$ cat config.mk
export PLATFORM = sky130hd
export DESIGN_NAME = mlc_program_verify_ctrl
export DESIGN_NICKNAME = d
export VERILOG_FILES = /design/src/rtl/mlc_program_verify_ctrl.sv
export SDC_FILE = /design/constraint.sdc
export NUM_CORES = 1
export LEC_CHECK = 0
export ABC_AREA = 1
export CAP_MARGIN = 20
export CORE_ASPECT_RATIO = 0.75
export CORE_MARGIN = 1
export CORE_UTILIZATION = 45
export CTS_CLUSTER_SIZE = 24
export DETAILED_ROUTE_END_ITERATION = 6
export DONT_BUFFER_PORTS = 1
export SYNTH_ARGS = -nofsm -noshare
export SYNTH_HDL_FRONTEND = slang
export SYNTH_SLANG_ARGS = --single-unit
$ cat constraint.sdc
create_clock -name clk -period 1.9 [get_ports clk]
set_input_delay 0.38 -clock clk [delete_from_list [all_inputs] [get_ports clk]]
set_output_delay 0.38 -clock clk [all_outputs]
set_load 0.01 [all_outputs]
$ cat src/rtl/mlc_program_verify_ctrl.sv
// rtl/mlc_program_verify_ctrl.sv - iterative program-and-verify sequencer for one MLC ReRAM cell
//
// Takes one cell-write request at a time. It reads the cell back and compares the level
// with the target. It then issues SET/RESET pulses, re-reading after each one, until the
// level is within tolerance or the pulse budget is spent. Finally it reports a status.
//
// Ports:
//   clk, rst                        clock, synchronous active-high reset
//   req_valid/req_ready             request handshake
//   req_row/req_col/req_weight      target cell address and level
//   cell_row/cell_col               latched address driven to the crossbar while busy
//   read_en                         one-cycle read-back strobe
//   read_valid/read_level           read-back response
//   pulse_en/pulse_set              programming pulse (set=1 raises the level)
//   rsp_valid/rsp_ready             response handshake
//   rsp_status/rsp_pulses           00 OK, 01 FAIL, 10 TIMEOUT, 11 ADDR_ERR; pulses issued
//   busy                            high whenever not idle
module mlc_program_verify_ctrl #(
    parameter int ROWS             = 32,
    parameter int COLS             = 10,
    parameter int WEIGHT_PRECISION = 4,
    parameter int MAX_PULSES       = 8,
    parameter int TOLERANCE        = 0,
    parameter int PULSE_CYCLES     = 2,
    parameter int READ_TIMEOUT     = 16,
    localparam int CNT_W           = $clog2(MAX_PULSES + 1)
) (
    input  logic                        clk,
    input  logic                        rst,
    input  logic                        req_valid,
    output logic                        req_ready,
    input  logic [4:0]                  req_row,
    input  logic [3:0]                  req_col,
    input  logic [WEIGHT_PRECISION-1:0] req_weight,
    output logic [4:0]                  cell_row,
    output logic [3:0]                  cell_col,
    output logic                        read_en,
    input  logic                        read_valid,
    input  logic [WEIGHT_PRECISION-1:0] read_level,
    output logic                        pulse_en,
    output logic                        pulse_set,
    output logic                        rsp_valid,
    input  logic                        rsp_ready,
    output logic [1:0]                  rsp_status,
    output logic [CNT_W-1:0]            rsp_pulses,
    output logic                        busy
);

    localparam int TMO_W = $clog2(READ_TIMEOUT + 1);
    localparam int PCY_W = $clog2(PULSE_CYCLES + 1);

    localparam logic [TMO_W-1:0]          TMO_LAST = TMO_W'(READ_TIMEOUT - 1);
    localparam logic [PCY_W-1:0]          PCY_LAST = PCY_W'(PULSE_CYCLES - 1);
    localparam logic [CNT_W-1:0]          CNT_MAX  = CNT_W'(MAX_PULSES);
    localparam logic [WEIGHT_PRECISION:0] TOL      = (WEIGHT_PRECISION + 1)'(TOLERANCE);

    localparam logic [1:0] ST_OK       = 2'b00;
    localparam logic [1:0] ST_FAIL     = 2'b01;
    localparam logic [1:0] ST_TIMEOUT  = 2'b10;
    localparam logic [1:0] ST_ADDR_ERR = 2'b11;

    typedef enum logic [2:0] {
        S_IDLE,
        S_READ,
        S_WAIT_READ,
        S_COMPARE,
        S_PULSE,
        S_DONE
    } state_t;

    state_t state, state_next;

    logic [4:0]                  row_q;
    logic [3:0]                  col_q;
    logic [WEIGHT_PRECISION-1:0] target_q;
    logic [WEIGHT_PRECISION-1:0] level_q;
    logic [CNT_W-1:0]            pulse_cnt;
    logic [TMO_W-1:0]            tmo_cnt;
    logic [PCY_W-1:0]            pcy_cnt;
    logic [1:0]                  status_q;
    logic                        set_q;

    logic                        addr_ok;
    logic [WEIGHT_PRECISION:0]   diff;
    logic                        in_tol;
    logic                        budget_spent;

    assign addr_ok = (32'(req_row) < ROWS) && (32'(req_col) < COLS);

    // One extra bit so the absolute difference never wraps.
    assign diff = (level_q >= target_q) ? ({1'b0, level_q} - {1'b0, target_q})
                                        : ({1'b0, target_q} - {1'b0, level_q});
    assign in_tol       = (diff <= TOL);
    assign budget_spent = (pulse_cnt == CNT_MAX);

    always_ff @(posedge clk) begin
        if (rst) begin
            state <= S_IDLE;
        end else begin
            state <= state_next;
        end
    end

    always_comb begin
        state_next = state;
        req_ready  = 1'b0;
        busy       = 1'b1;
        read_en    = 1'b0;
        pulse_en   = 1'b0;
        pulse_set  = 1'b0;
        rsp_valid  = 1'b0;
        rsp_status = 2'b00;
        rsp_pulses = '0;
        cell_row   = row_q;
        cell_col   = col_q;
        case (state)
            S_IDLE: begin
                req_ready = 1'b1;
                busy      = 1'b0;
                cell_row  = '0;
                cell_col  = '0;
                if (req_valid) begin
                    state_next = addr_ok ? S_READ : S_DONE;
                end
            end
            S_READ: begin
                read_en    = 1'b1;
                state_next = S_WAIT_READ;
            end
            S_WAIT_READ: begin
                // A response arriving on the last allowed cycle still wins over the timeout.
                if (read_valid) begin
                    state_next = S_COMPARE;
                end else if (tmo_cnt == TMO_LAST) begin
                    state_next = S_DONE;
                end
            end
            S_COMPARE: begin
                if (in_tol || budget_spent) begin
                    state_next = S_DONE;
                end else begin
                    state_next = S_PULSE;
                end
            end
            S_PULSE: begin
                pulse_en  = 1'b1;
                pulse_set = set_q;
                if (pcy_cnt == PCY_LAST) begin
                    state_next = S_READ;
                end
            end
            S_DONE: begin
                rsp_valid  = 1'b1;
                rsp_status = status_q;
                rsp_pulses = pulse_cnt;
                if (rsp_ready) begin
                    state_next = S_IDLE;
                end
            end
            default: begin
                state_next = S_IDLE;
            end
        endcase
    end

    always_ff @(posedge clk) begin
        if (rst) begin
            row_q     <= '0;
            col_q     <= '0;
            target_q  <= '0;
            level_q   <= '0;
            pulse_cnt <= '0;
            tmo_cnt   <= '0;
            pcy_cnt   <= '0;
            status_q  <= ST_OK;
            set_q     <= 1'b0;
        end else begin
            case (state)
                S_IDLE: begin
                    if (req_valid) begin
                        row_q     <= req_row;
                        col_q     <= req_col;
                        target_q  <= req_weight;
                        pulse_cnt <= '0;
                        status_q  <= addr_ok ? ST_OK : ST_ADDR_ERR;
                    end
                end
                S_READ: begin
                    tmo_cnt <= '0;
                end
                S_WAIT_READ: begin
                    if (read_valid) begin
                        level_q <= read_level;
                    end else if (tmo_cnt == TMO_LAST) begin
                        status_q <= ST_TIMEOUT;
                    end else begin
                        tmo_cnt <= tmo_cnt + TMO_W'(1);
                    end
                end
                S_COMPARE: begin
                    if (in_tol) begin
                        status_q <= ST_OK;
                    end else if (budget_spent) begin
                        status_q <= ST_FAIL;
                    end else begin
                        set_q   <= (level_q < target_q);
                        pcy_cnt <= '0;
                    end
                end
                S_PULSE: begin
                    if (pcy_cnt == PCY_LAST) begin
                        pcy_cnt <= '0;
                        if (!budget_spent) begin
                            pulse_cnt <= pulse_cnt + CNT_W'(1);
                        end
                    end else begin
                        pcy_cnt <= pcy_cnt + PCY_W'(1);
                    end
                end
                default: begin
                end
            endcase
        end
    end

endmodule

==> flow_summary.yaml, run 1 <==
run_status:
  outcome: "completed"
routing:
  drtAntennaViolNets: 0
  first_iter_violations: 75
  drt_pass1_iterations: 4
  via_count: 1642
  finalWirelength_mm: 4.10
  vias_per_cell: 5.02
  drc: 0
  routedWlPerCell_um: 12.5
critical_path:
  crit_arrival_ps: 1410
  worst-r2r-setup-slack_ps: 140
  cp.required_ps: 1520
  critical_path.cell_chain: "nor2_4, inv_1, nor2_2, inv_1, nor2_1"
  worstSetupEndpointType: "output pin"
  crit_type: "reg -> out"
  slowest_stage: "dfxtp_1"
  crit_top_cell: "inv_1"
  ff2ff_path_depth: 10
  critPathLaunchType: "flop"
  critPathMaxFanout: 4
  r2r-end: "tmo_cnt[3]"
  rr_startpoint: "tmo_cnt[1]"
  slowest_delay_ps: 360
floorplan:
  rows: 19
  die_area_um2: 4460
  start_util_pct: 49.3
  ioPinCount: 43
  design.core.area_um2: 3830
  die_h_um: 58.1
  dieWidth_um: 76.7
layout:
  fin_nets: 309
  drive_gt1_share_pct: 12.0
  multi_input_area_um2: 1020
  instances_no_fill: 327
  area_growth_pct: 10.3
  diodes: 0
  fin_util_pct: 54.3
  final-seq-area_um2: 682
  fillers: 370
synth:
  post_synth.cell_area_avg_um2: 7.01
  synth_top_area_share_pct: 36.1
  synth.net_count: 303
  syn_area_um2: 1890
  seq_area_frac_synth_pct: 36.1
  yosysMostFrequentCell: "inv_1"
  synthFlopType: "dfxtp_1"
  ys_ff_latch: 34
  synth_edf_count: 0
  synth_cell_types: 32
  synthTopCellsByCount: "inv_1, nand2_1, dfxtp_1"
  synth_area_leaders: "dfxtp_1, inv_1, ha_1"
  ys_warn_count: 0
  synthArstFlopShare_pct: 0
  yosys.area.top_type: "dfxtp_1"
  syn_inst: 269
place:
  place_hpwl_mm: 3.15
  place_congestion: 0.773
  port_buffers: 0
  dp.cells: 320
sta:
  finalSetupViolations: 0
  slew_viol_final: 0
  skew_ps: 3.83
  period_share_pct: 94.3
  worst_pin_slew_ps: 431
  timing.slew.headroom_pct: 71.1
  fin_tns_setup_ps: 0
  rsz0062_at_grt: "false"
  hold_viol: 0
  fin_crit_ps: 1790
  max_freq_mhz: 558
global_routing:
  grtUsageTotal_pct: 19.3
  grt_max_degree: 27
  antenna_found_initial: 0
  grt_pass1_wl_mm: 6.65
  grt_pass1_vias: 1429
  grt_remaining_overflow: 0
hold_path:
  hold_path_class: "in -> reg"
  min_to: "tmo_cnt[1]"
  hold_path_depth: 1
  worstHoldStart: "rst"
power:
  p_leak_nw: 0.874
  ir_drop_v: 0.000730
  fin_total_pwr_w: 0.00302
  power_density_nw_per_um2: 1450
clock_network:
  post_cts_buffers: 0
  cts_buffers: 5
  clkLatencyLatePin_ps: 280
  clk_path_buf_depth: 2
  htree_levels: 2
  cts_tree: "built"
  clockRootBuffer: "clkbuf_8"
  clock-sinks: 34
  clk_pin_slew_ps: 70
run:
  drv_cap: 0
[state kept, by name, summed over array words and instances, names as in the netlist]
signal     flops
state          3
col_q          4
row_q          5
status_q       2
target_q       4
set_q          1
level_q        4
tmo_cnt        5
pulse_cnt      4
pcy_cnt        2
[worst max path at each step]
stage	from	end	slack (ps)
CTS	state[2]	cell_col[2]	40
global placement	target_q[3]	status_q[1]	130
global route	tmo_cnt[1]	tmo_cnt[3]	0.02
detailed placement	target_q[2]	status_q[1]	80
finish	state[0]	pulse_set	110
floorplan	target_q[2]	status_q[0]	280
[area by class of cell]
class | instances | area share, %
multi-input cells | 176 | 49.2
flip-flops and latches | 34 | 32.8
inverters | 54 | 9.75
clock buffers | 7 | 3.67
well taps | 52 | 3.13
repair buffers | 4 | 1.44
[worst max-delay path: cells and delay by family (launching register included)]
family	cells	cell delay, ps
DFF	1	360
buffers and inverters	2	170
and+or+nand+nor	3	610
[power breakdown]
part / switching (W) / leakage, nW / total [W] / internal (W)
clock: 0.000246 / 0.0383 / 0.000499 / 0.000252
combinational: 0.00101 / 0.557 / 0.00153 / 0.000527
sequential: 0.000104 / 0.279 / 0.000992 / 0.000888
[logic make-up (layout without fill, tap and decap cells)]
kind of cell / after synthesis / after routing / share of synthesized area, %
adders and majority gates: 12 / 12 / 7.96
buffers and inverters: 59 / 65 / 11.9
and+or+nand+nor: 104 / 104 / 25.7
xor gates and xnor gates: 1 / 1 / 0.465
DFF: 34 / 34 / 36.1
AOI/OAI and AO/OA: 59 / 59 / 17.8
[timing repair]
action | 4_1_cts | 5_1_grt
setup endpoints to repair | 0 | 16
hold buffers | 0 | 0
gates resized for setup | 0 | 9
[per-stage QoR]
stage	hold slack, ps	area [µm²]	setup slack [ps]
2_1_floorplan	415	1890	276
3_3_place_gp	427	1960	132
3_5_place_dp	434	1960	80.3
4_1_cts	152	2030	35.9
5_1_grt	146	2080	0.0151
6_report	159	2080	108
[placed cells by master, fill, tap and decap left out, types with 2 or more instances in the layout]
master and count:
ha_4 2, inv_2 4, nor2_2 2, nand3_1 10, inv_1 50, nor3_1 5
buf_4 4, nand2_2 4, nor2_1 31, a211oi_1 3, a21oi_1 25, clkbuf_8 5
nand3_2 2, clkbuf_1 2, o21ai_1 2, nand2_1 39, a21oi_2 2, nor3b_1 2
ha_1 10, dfxtp_1 33, o21ai_0 21, nor2_4 4
[routing by layer]
layer	part of all wire, %	global-route usage [%]
met1	52	27.5
met2	40	27.2
met3	6.6	6.30
met4	0.61	6.59
met5	0	0
Note: power is estimated with default switching activity, not from simulation.
==> run 2: changes to the inputs <==
ABC_AREA = default   (was 1)
==> flow_summary.yaml, run 2 <==
run_status:
  outcome: "complete, but fails checks"
  violations: "negative setup slack"
global_routing:
  grt_pass1_wl_mm: 7.30
  use_met3_pct: 6.46
  use_met1_pct: 29.9
  busiest_layer: "met2"
  grt_pass1_vias: 1526
  grt_remaining_overflow: 0
  antenna_found_initial: 0
  gr-usage-met2_pct: 31.9
  grt_max_degree: 35
  grtUsageTotal_pct: 21.3
sta:
  period_share_pct: 102
  skew_ps: 7.48
  slew_viol_final: 0
  max_freq_mhz: 514
  finalSetupViolations: 2
  fin_crit_ps: 1950
  fin_ws_ps: -45.5
  worst_pin_slew_ps: 587
  timing.slew.headroom_pct: 60.4
  hold_viol: 0
  fin_tns_setup_ps: -70.2
  hold_ws_ps: 146
  rsz0062_at_grt: "true"
synth:
  seq_area_frac_synth_pct: 36.6
  synthAdderAreaFrac_pct: 8.08
  yosys.area.top_type: "dfxtp_1"
  yosysMostFrequentCell: "nand2_1"
  ys_ff_latch: 34
  synth_area_leaders: "dfxtp_1, ha_1, nand2_1"
  syn_area_um2: 1860
  post_synth.cell_area_avg_um2: 7.78
  synth-simple-area-share_pct: 29.6
  synthTopCellsByCount: "nand2_1, dfxtp_1, a21oi_1"
  synth_cell_types: 39
  synth.net_count: 273
  synth_compound_area_share_pct: 13.8
  syn_inst: 239
  synthXorXnorAreaFrac_pct: 2.83
  synthFlopType: "dfxtp_1"
  synth_top_family_by_area: "simple AND/OR/NAND/NOR gates"
  synth.area.mux_share_pct: 2.69
  synthArstFlopShare_pct: 0
  synth_top_area_share_pct: 36.6
  ys_warn_count: 0
  synth_edf_count: 0
critical_path:
  path_delay_family: "compound AO/OA/AOI/OAI gates"
  critPathLaunch: "target_q[1]"
  worstSetupEndpointType: "flop"
  critPathLaunchType: "flop"
  slowest_stage: "or4b_1"
  cp.required_ps: 2130
  critical_path.cell_chain: "inv_2, ha_4, nor2b_4, o211a_1, o22ai_2, a21oi_4, or4b_1, a21oi_1"
  cp_num_buf_inv: 1
  crit_type: "reg -> reg"
  slowest_delay_ps: 480
  rr_startpoint: "target_q[1]"
  crit_arrival_ps: 2170
  critPathMaxFanout: 6
routing:
  drtAntennaViolNets: 0
  first_iter_violations: 80
  via_count: 1635
  drc: 0
  routedWlPerCell_um: 14.4
  finalWirelength_mm: 4.44
  vias_per_cell: 5.31
  drt_pass1_iterations: 4
floorplan:
  ioPinCount: 43
  start_util_pct: 48.9
  die_area_um2: 4400
  rows: 19
  dieWidth_um: 76.2
  die_h_um: 57.7
  design.core.area_um2: 3800
layout:
  diodes: 0
  top_regs: "row_q: 5 flops, tmo_cnt: 5 flops"
  fillers: 362
  multi_input_area_um2: 1180
  fin_nets: 289
  mostFrequentLayoutCells: "nand2_1, dfxtp_1, buf_4"
  final_common_cell: "nand2_1"
  drive_gt1_share_pct: 22.7
  final-seq-area_um2: 686
  area_growth_pct: 22.5
place:
  port_buffers: 0
  place_congestion: 0.779
  place_hpwl_mm: 3.12
clock_network:
  htree_levels: 2
  cts_tree: "built"
  clockRootBuffer: "clkbuf_8"
  postCtsHoldBufs: 0
  clkLatencyLatePin_ps: 290
  clk_pin_slew_ps: 80
  cts_buffers: 5
  clk_path_buf_depth: 2
  clock-sinks: 34
run:
  drv_cap: 0
hold_path:
  hold_path_class: "in -> reg"
  worstHoldStart: "rst"
power:
  power_density_nw_per_um2: 1330
  ir_drop_v: 0.000716
  p_leak_nw: 0.900
## run 2: area by class of cell
type | instances | area share [%]
clock buffers | 5 | 3.02
well taps | 52 | 2.86
repair buffers | 23 | 7.58
flip-flops and latches | 34 | 30.1
clock inverters | 3 | 1.98
inverters | 16 | 2.64
multi-input cells | 175 | 51.8
## run 2: metrics by stage
step	utilization [%]	instances	worst slack, ps	instance area [µm²]	power [W]
floorplan	-	239	-0.920	1870	0.00181
global placement	53.3	297	-42.9	2030	0.00218
detailed placement	53.3	297	-135	2030	0.00219
CTS	58.3	305	1.43	2220	0.00294
global route	59.9	308	-99.3	2280	0.00325
finish	59.9	308	-45.5	2280	0.00303
## run 2: logic make-up after synthesis
family	after synthesis
muxes	5
and+or+nand+nor	108
buffers and inverters	30
xor gates and xnor gates	6
adders and majority gates	12
AOI/OAI and AO/OA	44
DFF	34
## run 2: where the power goes
part | switching [W] | internal (W)
clock | 0.000284 | 0.000390
combinational | 0.000787 | 0.000612
sequential | 0.000106 | 0.000850
total | 0.00118 | 0.00185
## run 2: final timing paths
kind / endpoint / depth (start not counted) / slack, ps
min: target_q[3] / 1 / 150
min reg2reg: col_q[1] / 2 / 450
max reg2reg: set_q / 8 / -50
max: set_q / 8 / -50
## run 2: routing by layer
| metal | vias to the layer above | wire length (µm) |
|---|---|---|
| met4 | 0 | 42 |
| met3 | 7 | 228 |
| met5 | - | 0 |
| met1 | 756 | 2260 |
| met2 | 35 | 1910 |
| li1 | 837 | - |
## run 2: what timing repair did
action,in CTS,in global routing
pin swaps,5,7
endpoints found under the setup margin,5,13
hold endpoints to repair,0,0
gates resized for setup,16,10
buffers inserted,0,3
==> run 3: changes to the inputs <==
CORE_ASPECT_RATIO = 1.2   (was 0.75)
REMOVE_ABC_BUFFERS = 1   (was default)
SKIP_CTS_REPAIR_TIMING = 1   (was default)
==> flow_summary.yaml, run 3 (synthesis results as in run 2) <==
sta:
  finalSetupViolations: 2
  hold_viol: 0
  fin_crit_ps: 1930
  period_share_pct: 102
  timing.slew.headroom_pct: 68.0
  worst_pin_slew_ps: 478
  rsz0062_at_grt: "true"
  fin_tns_setup_ps: -62.9
  max_freq_mhz: 517
  fin_ws_ps: -34.9
  slew_viol_final: 0
  skew_ps: 5.50
place:
  dpl_cell_area_um2: 2020
  place_congestion: 0.801
  dp.cells: 299
  port_buffers: 0
  place_hpwl_mm: 2.84
routing:
  route.met2.wl_mm: 1.99
  via_count: 1613
  wl_met3_um: 242
  vias_per_cell: 5.24
  finalWirelength_mm: 4.11
  drt_pass1_iterations: 4
  maxUsedRoutingLayer: "met4"
  met1_length_mm: 1.80
  drtAntennaViolNets: 0
  drc: 0
  routedWlPerCell_um: 13.3
  first_iter_violations: 51
critical_path:
  critical_path.cell_chain: "inv_2, ha_4, nor2b_4, o211a_1, o22ai_2, a21oi_4, or4b_4, a21oi_2"
  worstSetupEndpointType: "flop"
  critPathLaunchType: "flop"
  slowest_stage: "or4b_4"
  crit_arrival_ps: 2170
  slowest_delay_ps: 490
  cp.required_ps: 2130
  worst-r2r-setup-slack_ps: -30
  cp_num_buf_inv: 1
  crit_type: "reg -> reg"
  critPathMaxFanout: 6
  path_delay_family: "compound AO/OA/AOI/OAI gates"
layout:
  fillers: 408
  top_regs: "row_q: 5 flops, tmo_cnt: 5 flops"
  diodes: 0
  area_growth_pct: 20.0
  instances_no_fill: 308
  fin_util_pct: 56.6
  mostFrequentLayoutCells: "nand2_1, dfxtp_1, a21oi_1"
  final_common_cell: "nand2_1"
  drive_gt1_share_pct: 20.9
  fin_nets: 287
  stdcell_area_um2: 2230
floorplan:
  die_h_um: 72.4
  die_area_um2: 4390
  start_util_pct: 47.2
  design.core.area_um2: 3940
  dieWidth_um: 60.7
  ioPinCount: 43
  rows: 25
power:
  p_switching_w: 0.00113
  p_comb_share_pct: 47.2
  p_int_w: 0.00174
  ir_drop_v: 0.000727
  power_density_nw_per_um2: 1290
  switching_share_pct: 39.4
  p_leak_nw: 0.884
  p_seq_share_pct: 33.3
  p_clk_share_pct: 19.5
clock_network:
  htree_levels: 2
  clk_path_buf_depth: 2
  clkLatencyLatePin_ps: 290
  clock-sinks: 34
  clockRootBuffer: "clkbuf_8"
  cts_tree: "built"
  cts_buffers: 5
  clk_pin_slew_ps: 70
global_routing:
  grt_max_degree: 35
  grtUsageTotal_pct: 19.2
  grt_pass1_wl_mm: 6.33
  grt_pass1_vias: 1492
  antenna_found_initial: 0
  grt_remaining_overflow: 0
hold_path:
  hold_path_class: "in -> reg"
run_status:
  violations: "negative setup slack"
  outcome: "complete, but fails checks"
run:
  drv_cap: 0
[run 3: layout make-up]
class	count	area [µm²]	share of cell area, %
inverter	16	60.1	2.69
tap	54	67.6	3.03
clock inverter	1	5.00	0.224
multi-input combinational	175	1170	52.3
timing repair buffer	21	158	7.07
sequential	34	688	30.8
clock buffer	7	86.3	3.87
[run 3: layer usage]
layer / vias up / track usage, %
met5: - / 0
met2: 41 / 32.2
met3: 9 / 6.06
met1: 734 / 22.2
li1: 829 / -
met4: 0 / 7.58
[run 3: worst reg2reg max path: stages (launching register included)]
cell	delay, ps
dfxtp_2	330
inv_2	40
ha_4	210
nor2b_4	130
o211a_1	210
o22ai_2	230
a21oi_4	110
or4b_4	490
a21oi_2	140
[run 3: path summary, 6_finish.rpt]
| kind | from | endpoint | cells after the start |
|---|---|---|---|
| worst max-delay path | target_q[1] | set_q | 8 |
| worst min-delay path | rst | target_q[1] | 1 |
| worst max register to register | target_q[1] | set_q | 8 |
| worst min register to register | row_q[3] | row_q[3] | 2 |
[run 3: power by group through the flow]
stage | sequential, W | clock, W | combinational, W
finish | 0.000958 | 0.000561 | 0.00136
global route | 0.000979 | 0.000604 | 0.00151
CTS | 0.000948 | 0.000572 | 0.00122
detailed placement | 0.000964 | 0 | 0.00121
global placement | 0.000962 | 0 | 0.00121
floorplan | 0.000975 | 0 | 0.000738
[run 3: through the flow]
stage	power [W]	worst slack [ps]	hold slack, ps
6_report	0.00288	-34.9	145
5_1_grt	0.00309	-74.4	132
4_1_cts	0.00274	-288	147
3_5_place_dp	0.00218	-199	436
3_3_place_gp	0.00217	-65.5	432
2_1_floorplan	0.00171	-193	426
